[src/rtl/mult_arb_pkg.sv]
// Shared types and widths for the multiplier arbiter and its MULT instance.
package mult_arb_pkg;

    localparam int OP_W   = 32;
    localparam int PROD_W = 64;
    localparam int CNT_W  = 4;

    typedef enum logic [1:0] {
        IDLE = 2'b00,
        WAIT = 2'b01,
        RESP = 2'b10
    } state_e;

endpackage

[src/rtl/mult_arbiter_mult.sv]
// Signed 32x32 multiplier with LAT pipeline stages on the product (LAT=0 is combinational).
module MULT
    import mult_arb_pkg::*;
#(
    parameter int unsigned LAT = 1
) (
    input  logic              clk,
    input  logic              reset,
    input  logic [OP_W-1:0]   a,
    input  logic [OP_W-1:0]   b,
    output logic [PROD_W-1:0] z
);

    logic [PROD_W-1:0] prod;

    assign prod = PROD_W'($signed(a)) * PROD_W'($signed(b));

    generate
        if (LAT == 0) begin : g_comb
            assign z = prod;
        end else begin : g_pipe
            logic [PROD_W-1:0] pipe_q [LAT];

            always_ff @(posedge clk or negedge reset) begin
                if (!reset) begin
                    for (int i = 0; i < int'(LAT); i++) pipe_q[i] <= '0;
                end else begin
                    pipe_q[0] <= prod;
                    for (int i = 1; i < int'(LAT); i++) pipe_q[i] <= pipe_q[i-1];
                end
            end

            assign z = pipe_q[LAT-1];
        end
    endgenerate

endmodule

[src/rtl/mult_arbiter.sv]
// Round-robin arbiter feeding two requesters into the single shared MULT instance.
//   state | meaning
//   IDLE  | waiting for a request; grants one requester
//   WAIT  | operands held on MULT, counting down its latency
//   RESP  | product held on the response channel until taken
module mult_arbiter
    import mult_arb_pkg::*;
#(
    parameter int unsigned MULT_LAT = 1
) (
    input  logic              clk,
    input  logic              reset,
    input  logic              req0_valid,
    output logic              req0_ready,
    input  logic [OP_W-1:0]   req0_a,
    input  logic [OP_W-1:0]   req0_b,
    input  logic              req1_valid,
    output logic              req1_ready,
    input  logic [OP_W-1:0]   req1_a,
    input  logic [OP_W-1:0]   req1_b,
    output logic              rsp_valid,
    input  logic              rsp_ready,
    output logic [PROD_W-1:0] rsp_z,
    output logic              rsp_id,
    output logic              busy
);

    state_e            state_q, state_d;
    logic [CNT_W-1:0]  cnt_q, cnt_d;
    logic              last_id_q, last_id_d;
    logic              id_q, id_d;
    logic [OP_W-1:0]   a_q, a_d, b_q, b_d;
    logic              rsp_valid_q, rsp_valid_d;
    logic [PROD_W-1:0] rsp_z_q, rsp_z_d;
    logic              rsp_id_q, rsp_id_d;
    logic              grant0, grant1;
    logic [PROD_W-1:0] mult_z;

    // On a tie the requester that was not served last wins.
    assign grant0 = req0_valid & (~req1_valid | last_id_q);
    assign grant1 = req1_valid & (~req0_valid | ~last_id_q);

    assign req0_ready = reset & (state_q == IDLE) & grant0;
    assign req1_ready = reset & (state_q == IDLE) & grant1;
    assign rsp_valid  = rsp_valid_q;
    assign rsp_z      = rsp_z_q;
    assign rsp_id     = rsp_id_q;
    assign busy       = (state_q != IDLE);

    always_comb begin
        state_d     = state_q;
        cnt_d       = cnt_q;
        last_id_d   = last_id_q;
        id_d        = id_q;
        a_d         = a_q;
        b_d         = b_q;
        rsp_valid_d = rsp_valid_q;
        rsp_z_d     = rsp_z_q;
        rsp_id_d    = rsp_id_q;
        unique case (state_q)
            IDLE: begin
                if (grant0 | grant1) begin
                    state_d = WAIT;
                    cnt_d   = CNT_W'(MULT_LAT);
                    id_d    = grant1;
                    a_d     = grant1 ? req1_a : req0_a;
                    b_d     = grant1 ? req1_b : req0_b;
                end
            end
            WAIT: begin
                if (cnt_q != '0) begin
                    cnt_d = cnt_q - CNT_W'(1);
                end else begin
                    rsp_z_d     = mult_z;
                    rsp_id_d    = id_q;
                    rsp_valid_d = 1'b1;
                    state_d     = RESP;
                end
            end
            RESP: begin
                if (rsp_ready) begin
                    rsp_valid_d = 1'b0;
                    last_id_d   = rsp_id_q;
                    state_d     = IDLE;
                end
            end
            default: state_d = IDLE;
        endcase
    end

    always_ff @(posedge clk or negedge reset) begin
        if (!reset) begin
            state_q     <= IDLE;
            cnt_q       <= '0;
            last_id_q   <= 1'b1;
            id_q        <= 1'b0;
            a_q         <= '0;
            b_q         <= '0;
            rsp_valid_q <= 1'b0;
            rsp_z_q     <= '0;
            rsp_id_q    <= 1'b0;
        end else begin
            state_q     <= state_d;
            cnt_q       <= cnt_d;
            last_id_q   <= last_id_d;
            id_q        <= id_d;
            a_q         <= a_d;
            b_q         <= b_d;
            rsp_valid_q <= rsp_valid_d;
            rsp_z_q     <= rsp_z_d;
            rsp_id_q    <= rsp_id_d;
        end
    end

    MULT #(.LAT(MULT_LAT)) u_mult (
        .clk   (clk),
        .reset (reset),
        .a     (a_q),
        .b     (b_q),
        .z     (mult_z)
    );

endmodule

[config.mk]
export PLATFORM = sky130hd
export DESIGN_NAME = mult_arbiter
export DESIGN_NICKNAME = d
export VERILOG_FILES = /design/src/rtl/mult_arb_pkg.sv /design/src/rtl/mult_arbiter_mult.sv /design/src/rtl/mult_arbiter.sv
export SDC_FILE = /design/constraint.sdc
export NUM_CORES = 2
export LEC_CHECK = 0
export ABC_AREA = 0
export BUFFER_PORTS_ARGS = -buffer_cell sky130_fd_sc_hd__buf_2
export CAP_MARGIN = 20
export CORE_MARGIN = 1.5
export CORE_UTILIZATION = 50
export CTS_CLUSTER_DIAMETER = 100
export CTS_CLUSTER_SIZE = 24
export DETAILED_ROUTE_END_ITERATION = 10
export GPL_ROUTABILITY_DRIVEN = 0
export PLACE_DENSITY = 0.7
export SYNTH_ARGS = -nofsm -noshare
export SYNTH_HDL_FRONTEND = slang
export SYNTH_SLANG_ARGS = --single-unit
export TNS_END_PERCENT = 10
[constraint.sdc]
create_clock -name clk -period 7.6 [get_ports clk]
set_input_delay 0.76 -clock clk [delete_from_list [all_inputs] [get_ports clk]]
set_output_delay 0.76 -clock clk [all_outputs]
set_load 0.01 [all_outputs]
==> results.txt <==
The run finished with clean final reports. The met1 capacity usage during global routing is 0.323, and the final number of setup-violating endpoints is 0. The tools report the number of design rule violations left after detail routing as 0.

For this design, the CTS-stage hold fixing added 0 buffers. The run gives 0.57 ns as the clock latency on the worst-skew pair. The tools report the startpoint of the most critical register-to-register path as b_q[6].

For the placed standard-cell area, the log shows 47600 um^2. The number of distinct library cell variants in the gate-level netlist after synthesis is 70, and the TritonCTS sink count is 202. Across all layers, the routed design uses 30700 vias. In this run the count of I/O pins placed on the die edge is 202. For this block, the routed nets add up to 117000 um of wire.

TritonCTS built the clock tree. Setup repair after global routing could not meet its margin everywhere. Number of pins exceeding their max-slew limit in the final report: 0. The fraction of the cycle the final worst path needs came out at 0.987. The worst setup path startpoint was b_q[6].

The tools report the placement-stage worst setup slack as -0.323 ns. 0 antenna diodes ended up in the layout. For this run, the slowest stage of the critical path takes 0.61 ns.

Port buffering added 201 buffers. The post-synthesis instance area is 43700 um^2. The initial core utilization is 0.504, and the maximum level of the CTS H-tree is 1. The logs give 0 for the number of max-capacitance violations reported and 5796 for the final instance count without filler cells. For the worst setup path, the data arrival time is 7.94 ns. The die is 299 um wide. The number of nets in the synthesized netlist is 5813. The proportion of synthesized chip area in sequential cells is 0.116, and the time the worst path needs with I/O delays and setup is 7.50 ns. The final design instance area without fill was 48500 um^2; the share of layout cells above drive strength 1 was 0.133. The cell count along the critical path is 23. The detailed-placement wirelength estimate was 96400 um.

The tightest min-delay check is of the in -> async type. The critical path ends at u_mult.z[57]. The mean cell area of the mapped netlist is 9.90 um^2, and the timing-limited maximum frequency is 133 MHz. By area the synthesized netlist is led by sky130_fd_sc_hd__fa_1 50%, sky130_fd_sc_hd__dfrtp_1 12%, sky130_fd_sc_hd__inv_1 8.5%.

The slowest stage of the critical path is the sky130_fd_sc_hd__fa_1 cell. Measured along the y axis, the die boundary spans 299 um. The number of global-route vias before repair is 34200.

The run gives 89100 um^2 as the die footprint. STA classifies the critical path endpoint as a flop. The share of async-settable or async-resettable flops after synthesis is 1.00, and the number of core rows is 108. The endpoint identified for the worst register-to-register timing path is u_mult.z[57]. Entering global routing, the biggest net connects 86 pins. The worst path meets setup with 0.0967 ns of slack. Among all flip-flop cells after synthesis, the most frequent one is sky130_fd_sc_hd__dfrtp_1. Clock-pin slew was measured on the worst setup and hold paths at 0.10 ns. The floorplan step defined a core boundary enclosing 86600 um^2.

Summed over all layers, the global routing overflow is 0. The fraction of post-synthesis cell area in the top cell type by area works out to 0.496. The met2 capacity usage during global routing is 0.475.

Largest area contributor in the synthesized netlist: sky130_fd_sc_hd__fa_1. In the synthesized netlist, the number of instances is 4412. Counting the buffers created by CTS gives 17. Counting tap cells, the placed design contains a total of 5758 instances.

For the number of nets in the layout, the log shows 6034. The remaining number of nets flagged by the antenna check after routing is 0. In this run the worst path has a maximum fanout of 6. The kind of cell with the highest combined delay along the critical path is adder cells. By startpoint and endpoint, the worst setup path is classified as reg -> reg. The met3 layer usage reported by global route was 0.0386. The number of synthesized flops with an enable pin is 0, and the number of detailed-routing iterations run before antenna repair is 5.

First-pass GRT wire length: 187000 um. The worst clock skew on the final layout was 0.0314 ns; the number of buffers on the longest clock path was 3. The cell sitting at the root of the clock tree is a sky130_fd_sc_hd__clkbuf_16. For the slack of the worst reg-to-reg path, the log shows 0.1 ns. At the pin with the least slew margin, the transition time is 0.976 ns. The cell depth of the worst flop-to-flop path was 23; the data required time at the worst endpoint was 8.04 ns. The critical path goes through buf_4 -> and2_1 -> fa_1 -> fa_1 -> fa_1 -> inv_1 -> fa_1 -> inv_1 -> fa_1 -> fa_1 -> fa_1 -> fa_1 -> ha_4 -> a211oi_1 -> o21ai_1 -> buf_4 -> a21oi_1 -> nand2_1 -> o2111ai_2 -> and4_2 -> a31oi_4 -> a21o_1 -> a311oi_4. The violation count after the first detailed-routing iteration was 1745. Critical path buffer and inverter count: 4.

The max-slew headroom at the worst pin is 0.350. After global routing, the most crowded layer is met2. Dividing the detail-routed wire length by the instance count gives 20.2 um.

For the initial antenna violation count, the log shows 2. The cell repeated most along the worst path was sky130_fd_sc_hd__fa_1. Compared with the post-synthesis result, the final layout area differs by 11.1%. For the number of warnings printed during yosys synthesis, the log shows 0. Using the TritonRoute via totals, the vias-per-cell ratio works out to 5.30. The kind of start point of the critical path was a flop.

For the count of final hold-check violations, the log shows 0. The run gives 0.273 as the aggregate global-route resource usage. The synthesized design contains 202 register bits.
[cells by family (layout without fill, tap and decap cells)]
kind of cell | count (synthesis) | count (layout) | synth area share
AOI/OAI and AO/OA | 271 | 271 | 0.0400
xor gates and xnor gates | 71 | 71 | 0.0142
adders and majority gates | 1268 | 1268 | 0.549
buffers and inverters | 1226 | 1455 | 0.106
DFF | 202 | 202 | 0.116
muxes | 132 | 132 | 0.0322
and+or+nand+nor | 1242 | 1242 | 0.143
[worst min-delay path by stage]
stage,depth (start not counted),startpoint,end
after global routing,1,reset,u_mult.z[6]
after CTS,1,reset,u_mult.z[22]
after detailed placement,2,rsp_valid,rsp_valid
after global placement,1,u_mult.z[10],rsp_z[10]
final,1,reset,u_mult.z[6]
after floorplan,0,reset,a_q[0]
[layout make-up]
type	count	area, um^2
multi-input cells	2984	34200
fillers	7481	38100
well taps	1155	1450
inverters	989	3710
clock buffers	18	439
clock inverters	9	185
repair buffers	439	3430
flip-flops and latches	202	5070
[layout by cell type (no fill, tap or decap), types with 9 or more instances in the layout]
| master | Yosys | final |
|---|---|---|
| sky130_fd_sc_hd__xor2_1 | 17 | 17 |
| sky130_fd_sc_hd__o21bai_1 | 18 | 18 |
| sky130_fd_sc_hd__xnor2_1 | 54 | 54 |
| sky130_fd_sc_hd__clkbuf_16 | 0 | 18 |
| sky130_fd_sc_hd__mux2i_1 | 65 | 65 |
| sky130_fd_sc_hd__nor2b_1 | 28 | 28 |
| sky130_fd_sc_hd__dfrtp_1 | 201 | 186 |
| sky130_fd_sc_hd__fa_2 | 0 | 16 |
| sky130_fd_sc_hd__buf_2 | 1 | 200 |
| sky130_fd_sc_hd__a21o_1 | 30 | 30 |
| sky130_fd_sc_hd__nor3_1 | 10 | 9 |
| sky130_fd_sc_hd__mux2_2 | 67 | 67 |
| sky130_fd_sc_hd__nor2_1 | 102 | 101 |
| sky130_fd_sc_hd__ha_1 | 186 | 181 |
| sky130_fd_sc_hd__inv_1 | 989 | 988 |
| sky130_fd_sc_hd__nand4_1 | 12 | 12 |
| sky130_fd_sc_hd__nand3_1 | 11 | 11 |
| sky130_fd_sc_hd__nand2b_1 | 20 | 19 |
| sky130_fd_sc_hd__nand2_1 | 515 | 515 |
| sky130_fd_sc_hd__dfrtp_2 | 0 | 15 |
| sky130_fd_sc_hd__buf_4 | 1 | 184 |
| sky130_fd_sc_hd__fa_1 | 1082 | 1066 |
| sky130_fd_sc_hd__a21oi_1 | 133 | 128 |
| sky130_fd_sc_hd__o21ai_0 | 31 | 25 |
| sky130_fd_sc_hd__and2_1 | 520 | 518 |
| sky130_fd_sc_hd__buf_12 | 0 | 48 |
[stage by stage]
step / util / hold slack, ns / TNS, ns
detailed placement: 0.549 / 0.463 / -0.472
finish: 0.560 / 0.188 / 0
global route: 0.560 / 0.213 / -0.421
floorplan: - / 0.456 / 0
CTS: 0.557 / 0.190 / 0
global placement: 0.549 / 0.458 / -0.300
[synth_stat cells, types with 5 or more instances]
master                     count
sky130_fd_sc_hd__a211oi_1      6
sky130_fd_sc_hd__a21o_1       30
sky130_fd_sc_hd__a21oi_1     133
sky130_fd_sc_hd__a31oi_1       5
sky130_fd_sc_hd__and2_1      520
sky130_fd_sc_hd__and3_1        7
sky130_fd_sc_hd__buf_1        11
sky130_fd_sc_hd__clkbuf_1    223
sky130_fd_sc_hd__dfrtp_1     201
sky130_fd_sc_hd__fa_1       1082
sky130_fd_sc_hd__ha_1        186
sky130_fd_sc_hd__inv_1       989
sky130_fd_sc_hd__mux2_2       67
sky130_fd_sc_hd__mux2i_1      65
sky130_fd_sc_hd__nand2_1     515
sky130_fd_sc_hd__nand2b_1     20
sky130_fd_sc_hd__nand3_1      11
sky130_fd_sc_hd__nand4_1      12
sky130_fd_sc_hd__nor2_1      102
sky130_fd_sc_hd__nor2b_1      28
sky130_fd_sc_hd__nor3_1       10
sky130_fd_sc_hd__o21ai_0      31
sky130_fd_sc_hd__o21bai_1     18
sky130_fd_sc_hd__xnor2_1      54
sky130_fd_sc_hd__xor2_1       17
[routing by layer]
| layer | vias up | share of wire |
|---|---|---|
| li1 | 13300 | - |
| met1 | 15900 | 0.36 |
| met2 | 1163 | 0.51 |
| met3 | 379 | 0.061 |
| met4 | 0 | 0.071 |
| met5 | - | 0 |
[flip-flops by register name, summed over array words and instances, names as in the netlist]
name	cells
a_q	32
b_q	32
state_q	2
id_q	1
rsp_z	64
rsp_valid	1
last_id_q	1
u_mult.z	64
cnt_q	4
rsp_id	1
[timing repair]
item                                    CTS  global route
pin swaps                                 1            27
gates resized for setup                  11            64
setup buffers                             0            10
endpoints found under the setup margin    8            17
cloned                                    0             1
Power is not shown: default switching activity piles up to over one toggle a cycle in this logic, so the estimate is an artifact.
